## src/rtl/fifo_reader_pkg.sv

```systemverilog
// Shared types and sizing for the FIFO stream reader.
// The frame length grows by one parity bit when FIFO_READER_PARITY_EN is defined.
package fifo_reader_pkg;

  localparam int DEF_WIDTH = 4;
  localparam int DEF_CNT_W = 8;

  typedef enum logic [1:0] {
    ST_IDLE  = 2'd0,
    ST_POP   = 2'd1,
    ST_CAPT  = 2'd2,
    ST_SHIFT = 2'd3
  } state_t;

  function automatic int frame_len(input int w);
`ifdef FIFO_READER_PARITY_EN
    return w + 1;
`else
    return w;
`endif
  endfunction

  localparam int FRAME_LEN = frame_len(DEF_WIDTH);

`ifdef FIFO_READER_PARITY_EN
  function automatic logic even_parity(input logic [63:0] v);
    return ^v;
  endfunction
`endif

endpackage

```

## src/rtl/fifo_stream_reader_piso.sv

```systemverilog
// Loadable parallel-in serial-out register, MSB first, with bit index and last-bit flag.
// Exposes next-cycle MSB / first-bit values so the top can register its outputs.
module piso_shifter #(
  parameter int LEN   = 4,
  parameter int IDX_W = $clog2(LEN + 1)
) (
  input  logic           clk,
  input  logic           rst,
  input  logic           load_i,
  input  logic [LEN-1:0] data_i,
  input  logic           shift_i,
  output logic           last_o,
  output logic           nxt_msb_o,
  output logic           nxt_first_o
);

  logic [LEN-1:0]   sh_q, sh_d;
  logic [IDX_W-1:0] idx_q, idx_d;

  always_comb begin
    sh_d  = sh_q;
    idx_d = idx_q;
    if (load_i) begin
      sh_d  = data_i;
      idx_d = '0;
    end else if (shift_i) begin
      sh_d  = {sh_q[LEN-2:0], 1'b0};
      idx_d = idx_q + IDX_W'(1);
    end else begin
      sh_d  = sh_q;
      idx_d = idx_q;
    end
  end

  always_ff @(posedge clk) begin
    if (!rst) begin
      sh_q  <= '0;
      idx_q <= '0;
    end else begin
      sh_q  <= sh_d;
      idx_q <= idx_d;
    end
  end

  assign last_o      = (idx_q == IDX_W'(LEN - 1));
  assign nxt_msb_o   = sh_d[LEN-1];
  assign nxt_first_o = (idx_d == '0);

endmodule

```

## src/rtl/fifo_stream_reader.sv

```systemverilog
// Drains a latency-1 synchronous FIFO and serialises each word MSB-first under tx_ready.
// Optional even-parity trailer bit: FIFO_READER_PARITY_EN.
module fifo_stream_reader
  import fifo_reader_pkg::*;
#(
  parameter int WIDTH = DEF_WIDTH,
  parameter int CNT_W = DEF_CNT_W
) (
  input  logic             clk,
  input  logic             rst,
  input  logic             fifo_empty,
  input  logic             fifo_full,
  input  logic             fifo_wr,
  input  logic [WIDTH-1:0] fifo_data,
  output logic             fifo_rd,
  input  logic             tx_ready,
  output logic             ser_out,
  output logic             ser_valid,
  output logic             frame_start,
  output logic             busy,
  output logic [CNT_W-1:0] word_count
);

  localparam int FLEN = frame_len(WIDTH);

  state_t           state_q, state_d;
  logic [CNT_W-1:0] cnt_q, cnt_d;
  logic             rd_q, rd_d;
  logic             sout_q, sout_d;
  logic             sval_q, sval_d;
  logic             fs_q, fs_d;
  logic             busy_q, busy_d;

  logic            accepted_s;
  logic            load_s;
  logic            shift_s;
  logic            last_s;
  logic            nxt_msb_s;
  logic            nxt_first_s;
  logic [FLEN-1:0] load_word_s;

`ifdef FIFO_READER_PARITY_EN
  assign load_word_s = {fifo_data, even_parity(64'(fifo_data))};
`else
  assign load_word_s = fifo_data;
`endif

  // The FIFO favours a concurrent write, so a pop only lands when no write is accepted.
  assign accepted_s = rd_q & ~fifo_empty & ~(fifo_wr & ~fifo_full);
  assign load_s     = (state_q == ST_CAPT);
  assign shift_s    = (state_q == ST_SHIFT) & tx_ready;

  piso_shifter #(.LEN(FLEN)) u_piso (
    .clk         (clk),
    .rst         (rst),
    .load_i      (load_s),
    .data_i      (load_word_s),
    .shift_i     (shift_s),
    .last_o      (last_s),
    .nxt_msb_o   (nxt_msb_s),
    .nxt_first_o (nxt_first_s)
  );

  always_comb begin
    state_d = state_q;
    cnt_d   = cnt_q;
    case (state_q)
      ST_IDLE: begin
        if (!fifo_empty) state_d = ST_POP;
        else             state_d = ST_IDLE;
      end
      ST_POP: begin
        if (accepted_s)      state_d = ST_CAPT;
        else if (fifo_empty) state_d = ST_IDLE;
        else                 state_d = ST_POP;
      end
      ST_CAPT: state_d = ST_SHIFT;
      ST_SHIFT: begin
        if (shift_s && last_s) begin
          cnt_d   = cnt_q + CNT_W'(1);
          state_d = fifo_empty ? ST_IDLE : ST_POP;
        end else begin
          state_d = ST_SHIFT;
        end
      end
      default: state_d = ST_IDLE;
    endcase
    // Outputs are registered from next-state values so they align with the state they describe.
    rd_d   = (state_d == ST_POP);
    sval_d = (state_d == ST_SHIFT);
    sout_d = sval_d & nxt_msb_s;
    fs_d   = sval_d & nxt_first_s;
    busy_d = (state_d != ST_IDLE);
  end

  always_ff @(posedge clk) begin
    if (!rst) begin
      state_q <= ST_IDLE;
      cnt_q   <= '0;
      rd_q    <= 1'b0;
      sout_q  <= 1'b0;
      sval_q  <= 1'b0;
      fs_q    <= 1'b0;
      busy_q  <= 1'b0;
    end else begin
      state_q <= state_d;
      cnt_q   <= cnt_d;
      rd_q    <= rd_d;
      sout_q  <= sout_d;
      sval_q  <= sval_d;
      fs_q    <= fs_d;
      busy_q  <= busy_d;
    end
  end

  assign fifo_rd     = rd_q;
  assign ser_out     = sout_q;
  assign ser_valid   = sval_q;
  assign frame_start = fs_q;
  assign busy        = busy_q;
  assign word_count  = cnt_q;

endmodule

```

## config.mk

```make
export PLATFORM = sky130hd
export DESIGN_NAME = fifo_stream_reader
export DESIGN_NICKNAME = d
export VERILOG_FILES = /design/src/rtl/fifo_reader_pkg.sv /design/src/rtl/fifo_stream_reader_piso.sv /design/src/rtl/fifo_stream_reader.sv
export SDC_FILE = /design/constraint.sdc
export NUM_CORES = 1
export LEC_CHECK = 0
export ABC_AREA = 1
export BUFFER_PORTS_ARGS = -buffer_cell sky130_fd_sc_hd__buf_4
export CAP_MARGIN = 20
export CORE_MARGIN = 5
export CORE_UTILIZATION = 55
export CTS_CLUSTER_DIAMETER = 60
export CTS_CLUSTER_SIZE = 28
export DETAILED_ROUTE_END_ITERATION = 10
export GPL_TIMING_DRIVEN = 0
export PLACE_DENSITY = 0.78
export SLEW_MARGIN = 20
export SYNTH_ARGS = -nofsm -noshare
export SYNTH_HDL_FRONTEND = slang
export SYNTH_HIERARCHICAL = 1
export SYNTH_SLANG_ARGS = --single-unit
```

## constraint.sdc

```tcl
create_clock -name clk -period 2.8 [get_ports clk]
set_clock_uncertainty 0.15 [all_clocks]
set_input_delay 0.42 -clock clk [delete_from_list [all_inputs] [get_ports clk]]
set_output_delay 0.42 -clock clk [all_outputs]
set_load 0.01 [all_outputs]
```

==> results of run 1 <==
## layout make-up
class / count / share of cell area [%]
plain buffers: 1 / 0.3096
inverters: 24 / 7.430
multi-input cells: 96 / 37.87
clock buffers: 3 / 1.858
well taps: 25 / 2.580
flip-flops and latches: 22 / 36.33
repair buffers: 22 / 13.62
## synth_stat cells, drive strengths merged
master / instances
a21oi: 8
clkbuf: 1
dfxtp: 22
ha: 3
inv: 24
nand2: 33
nand3: 5
nand3b: 1
nand4: 5
nor2: 32
nor3: 2
o211ai: 1
o21ai: 5
or2: 1
## registers in the layout, indices dropped and copies added (netlist names)
| signal | cells |
|---|---|
| word_count | 8 |
| u_piso/sh_q | 4 |
| u_piso/idx_q | 3 |
| state_q | 2 |
| busy | 1 |
| fifo_rd | 1 |
| frame_start | 1 |
| ser_out | 1 |
| ser_valid | 1 |
## per-layer routing
| metal | track usage [%] | wire [um] |
|---|---|---|
| met5 | 0 | 0 |
| met4 | 6.383 | 17 |
| met3 | 2.849 | 63 |
| met2 | 30.17 | 993 |
| met1 | 18.18 | 911 |
## cell families after synthesis
group	after synthesis
simple gates	79
buf+inv	25
flops	22
compound gates	14
fa+ha+maj	3
## report_power, final
group          switching [uW]  total, uW  internal (uW)
combinational            16.6       32.6           15.9
sequential               3.02        321            318
clock                    84.3        134           50.0
total                     104        487            383
## through the flow
stage | hold slack (ps) | util (%) | cells | total power (uW)
finish | 161.3 | 70.22 | 193 | 487.5
global route | 164.7 | 70.22 | 193 | 513.8
CTS | 152.8 | 70.22 | 193 | 495.4
detailed placement | 317.6 | 68.91 | 190 | 360.3
global placement | 301.4 | 68.91 | 190 | 359.1
floorplan | 290.5 | - | 143 | 342.4
## path summary, 6_finish.rpt
| kind | end | slack (ps) | from |
|---|---|---|---|
| max | ser_out$_SDFF_PN0_ | 1150 | state_q[1]$_SDFF_PN0_ |
| min | state_q[0]$_SDFF_PN0_ | 160 | fifo_empty |
| max reg2reg | ser_out$_SDFF_PN0_ | 1150 | state_q[1]$_SDFF_PN0_ |
| min reg2reg | u_piso/sh_q[0]$_SDFFE_PN0P_ | 330 | u_piso/sh_q[0]$_SDFFE_PN0P_ |
==> metrics, run 1 <==
register area approximately 440 um2; share of post-route cells with drive strength above 1 a little under 20%; antenna cells 0; fin crit period between 1500 and 2000 ps; mux contribution to synthesized area 0%; CTS clk-pin slew, worst paths 110 ps; status complete, no violations; Worst Setup Path Type flip-flop to flip-flop; Tightest Pin Transition 408.0 ps; Post-Route Setup TNS 0 ps; Die Area ~2800 um2; relative slew slack about 73%; Min-Delay Path Class input pin to flip-flop; GRT Overall Usage about 16%; synth top area cells dfxtp_1 (44%), nand2_1 (12%), nor2_1 (11%), inv_1 (7.9%), a21oi_1 (4.0%); Final setup viols 0; sequential element share of the synthesized area roughly 44%; Routed WL per cell between 10 and 15 um; post-synth net total between 150 and 200; commonest non-fill, non-tap cell in the layout nand2_1; TritonCTS Buffers 3; critical path capture point type flip-flop; critical path's top delay family simple AND/OR/NAND/NOR gates; initial antenna violation count 0; setup ws final around 1100 ps; Max Slew Vio Count 0; # fillers 153; Final HPWL DP between 1.5 and 2 mm; Post-Synth Simple-Gate Area around a third; vias in the first global route 850; worst skew pair latency a little under 300 ps; Post-Route WL about 2.0 mm; Cell Area, Synth a little under 1000 um2; WP buf/inv 3; Via density 4.850; Ys Warns 6; total global routing overflow 0; Port Buffers 22; worst-path cell chain inv_1 > nor2_1 > inv_2 > or2_0 > nand2_1 > inv_1 > nand2_1 > nor2_1; Post-route DRC 0; Vias roughly 940; IO Pins 23; maximum clock path buffer count 2; multi-input logic area 459.2 um2; Die Y 52.50 um; Post-Synth XOR/XNOR Area 0%; dpl ws about 1200 ps; RSZ-0062 raised after global routing false; first-pass GRT wire length about 3.4 mm; slowest stage delay, CP a little under 400 ps; most frequent cells in the layout nand2_1 (33), nor2_1 (30), dfxtp_1 (22), buf_4 (22), inv_1 (21); startpoint class of the critical path flip-flop; WP data arrival about 1700 ps; Compound-Gate Fraction of Synth Area about 7.7%; H-Tree Depth 1; post-synth top area cell dfxtp_1; PwrDens approximately 400 nW/um2; clock root cell clkbuf_4; f_max between 600 and 700 MHz; Initial Utilization approximately 58%; flops & latches, synth 22; largest family of logic cells by synthesized area simple AND/OR/NAND/NOR gates; total core area roughly 1700 um2; Synth Instances about 140; cts repair resizes 0; post-synth top area share between 40% and 50%; Placement Cell Area around 1200 um2; instance count on the critical path 8; Worst path slowest cell dfxtp_1; RePlAce Congestion about 0.71; P&R area growth vs syn 22.04%; Syn Area/Cell 6.947 um2; Worst R2R Path Depth 8; leakage power figure 0.0006007 uW; Max VDD drop around 0.34 mV; # rows 15; initial drt markers 27; Max-Cap Viols 0; postcts setup bufs 0; Final Hold Viols 0; Yosys cell types 20; final instance area between 1000 and 1500 um2; largest net degree at the start of global routing 12; CTS tree built; cell depth of the worst hold path 2; Die W roughly 53 um; final period utilization 59.09%; Routed Antenna Nets 0; Initial DRT Pass Iterations 4; Hold-fix buffers, CTS 0; Final #Nets approximately 180; WP data required ~2800 ps; Synth Area in Adders 3.778%; CTS sink cnt 22; Crit Path Max Fanout 7
No activity file was read; power rests on OpenSTA's default activity.
==> inputs of run 2 (changes only) <==
Settings changed: CORE_UTILIZATION 55 to 46, PLACE_DENSITY 0.78 to 0.7.
Clock period 2.8 ns to 1.5 ns, I/O delays scaled along.
==> run 2 against run 1 <==
Effect of this change:
- clock power increased to 3.3 times the previous value
- non-clock buffer count is 4 higher
- register-to-register slack got worse by 1100 ps
- sequential share of layout area shrank 2.5 points
- sequential power grew 87%
- via count up 0.32%
- combinational power rose by 97%
- count of clock-buffer cells in the layout is the same
- power up 130%
- cell area up 8.8%
- critical endpoint is now word_count[3]$_SDFFE_PN0P_
- fmax is 15% higher
- first-iteration DRC count is 37% lower
==> metrics, run 2 (synthesis gave the netlist of run 1 again) <==
placed insts 192; commonest non-fill, non-tap cell in the layout nand2_1; IO Pins 23; Port Buffers 22; Die Y approximately 56 um; clock root cell clkbuf_4; WP data required about 1500 ps; WP data arrival about 1500 ps; Final setup viols 0; CTS sink cnt 22; initial antenna violation count 0; first-pass GRT wire length between 3 and 4 mm; critical path capture point type flip-flop; Worst R2R Path Depth 7; status complete, no violations; total length of routed met2 wires about 1.0 mm; WHS Endpoint u_piso/sh_q[1]$_SDFFE_PN0P_; initial drt markers 17; Non-Filler Instances 200; startpoint class of the critical path flip-flop; Vias around 940; reg-to-reg setup timing slack 60 ps; worst skew pair latency 300 ps; largest net degree at the start of global routing 14; P&R area growth vs syn 32.75%; f_max around 700 MHz; fin crit period roughly 1400 ps; total global routing overflow 0; Post-route DRC 0; CTS clk-pin slew, worst paths roughly 130 ps; Largest register FFs 8; Hold Startpoint fifo_data[1]; relative slew slack a little over two thirds; multi-input logic area between 400 and 500 um2; total power approximately 1100 uW; Die Area ~3200 um2; Final HPWL DP ~1.6 mm; most frequent cells in the layout nand2_1 (33), nor2_1 (28), buf_4 (25), inv_1 (19), dfxtp_1 (19); Routed WL per cell approximately 11 um; # rows 16; Layout Utilization between 60% and 70%; Via density roughly 4.7; Min-Delay Path Class input pin to flip-flop; # fillers roughly 190; share of post-route cells with drive strength above 1 26.59%; Routed Antenna Nets 0; Tightest Pin Transition roughly 460 ps; Max-Cap Viols 0; Metal-1 WL a little under 1 mm; leakage power figure about 0.00063 uW; Initial DRT Pass Iterations 4; Crit Path Max Fanout 8; worst flop-to-flop path endpoint word_count[3]$_SDFFE_PN0P_; total core area ~2000 um2; final period utilization between 90% and 100%; Die W between 50 and 60 um; maximum clock path buffer count 2; Max VDD drop just under 0.7 mV; vias in the first global route ~900; Worst Setup Path Type flip-flop to flip-flop; CTS tree built; met3 WL approximately 100 um; PwrDens around 840 nW/um2; GRT Overall Usage between 10% and 20%; Final #Nets ~190; Final Hold Viols 0; Post-Route WL roughly 2.1 mm; RePlAce Congestion 0.7547; register area between 400 and 500 um2; reg-to-reg critical path startpoint u_piso/idx_q[1]$_SDFF_PN0_; Post-Route Setup TNS 0 ps; Fin Hold WS between 20 and 25 ps; Max Slew Vio Count 0; TritonCTS Buffers 3; cell depth of the worst hold path 3; H-Tree Depth 1; Initial Utilization roughly half; RSZ-0062 raised after global routing true; antenna cells 0; Top Layer Used met4
-- run 2: cell count changes in the layout (fill, tap and decap cells not counted), moves of 2 or more --
| cell | previous run | this run |
|---|---|---|
| ha_4 | 0 | 2 |
| dfxtp_2 | 0 | 2 |
| nor2_1 | 30 | 28 |
| inv_1 | 21 | 19 |
| dfxtp_1 | 22 | 19 |
| buf_4 | 22 | 25 |
| ha_1 | 3 | 1 |
| inv_2 | 3 | 5 |
-- run 2: timing repair --
item | 4_1_cts | 5_1_grt
setup endpoints to repair | 9 | 15
gates resized for setup | 5 | 8
endpoints found under the hold margin | 2 | 0
buffers inserted | 1 | 2
pin swaps | 2 | 9
hold buffers | 1 | 0
gates cloned | 0 | 0
-- run 2: worst max-delay path by stage --
stage,depth (start not counted),to,startpoint
final,7,word_count[3]$_SDFFE_PN0P_,u_piso/idx_q[1]$_SDFF_PN0_
after global routing,8,word_count[6]$_SDFFE_PN0P_,u_piso/idx_q[1]$_SDFF_PN0_
after CTS,8,fifo_rd$_SDFF_PN0_,u_piso/idx_q[0]$_SDFF_PN0_
after detailed placement,8,ser_out$_SDFF_PN0_,state_q[1]$_SDFF_PN0_
after global placement,8,ser_out$_SDFF_PN0_,state_q[1]$_SDFF_PN0_
after floorplan,8,ser_out$_SDFF_PN0_,state_q[1]$_SDFF_PN0_
-- run 2: critical path, cell delays in order, from the launching register on --
cell	delay (ps)
dfxtp_2	370
ha_4	150
ha_4	130
inv_2	40
nor2_4	200
nand2_1	90
o21ai_0	150
a21oi_1	50
-- run 2: layer usage --
metal,GRT usage (%),vias to the layer above
met4,6.102,0
met1,15.95,411
met2,25.08,18
met3,3.440,2
met5,0,-
li1,-,508
-- run 2: area by class of cell --
| class | count | area share (%) |
|---|---|---|
| clock inverters | 1 | 2.277 |
| inverters | 24 | 6.831 |
| multi-input cells | 96 | 37.48 |
| clock buffers | 3 | 1.708 |
| repair buffers | 26 | 14.99 |
| plain buffers | 1 | 0.2846 |
| well taps | 27 | 2.562 |
| flip-flops and latches | 22 | 33.87 |
-- run 2: through the flow --
step / setup WS (ps) / area (um2)
floorplan: 104.0 / 993.5
global placement: -80.75 / 1192
detailed placement: -104.2 / 1192
CTS: 10.05 / 1274
global route: -83.88 / 1319
finish: 61.77 / 1319
-- run 2: power by group --
group | switching (uW) | leakage, uW | total, uW | internal (uW)
registers | 6.36 | 0.000180 | 599 | 592
logic | 32.4 | 0.000422 | 64.3 | 31.9
clock network | 172 | 0.0000279 | 442 | 270
total | 211 | 0.000630 | 1110 | 894
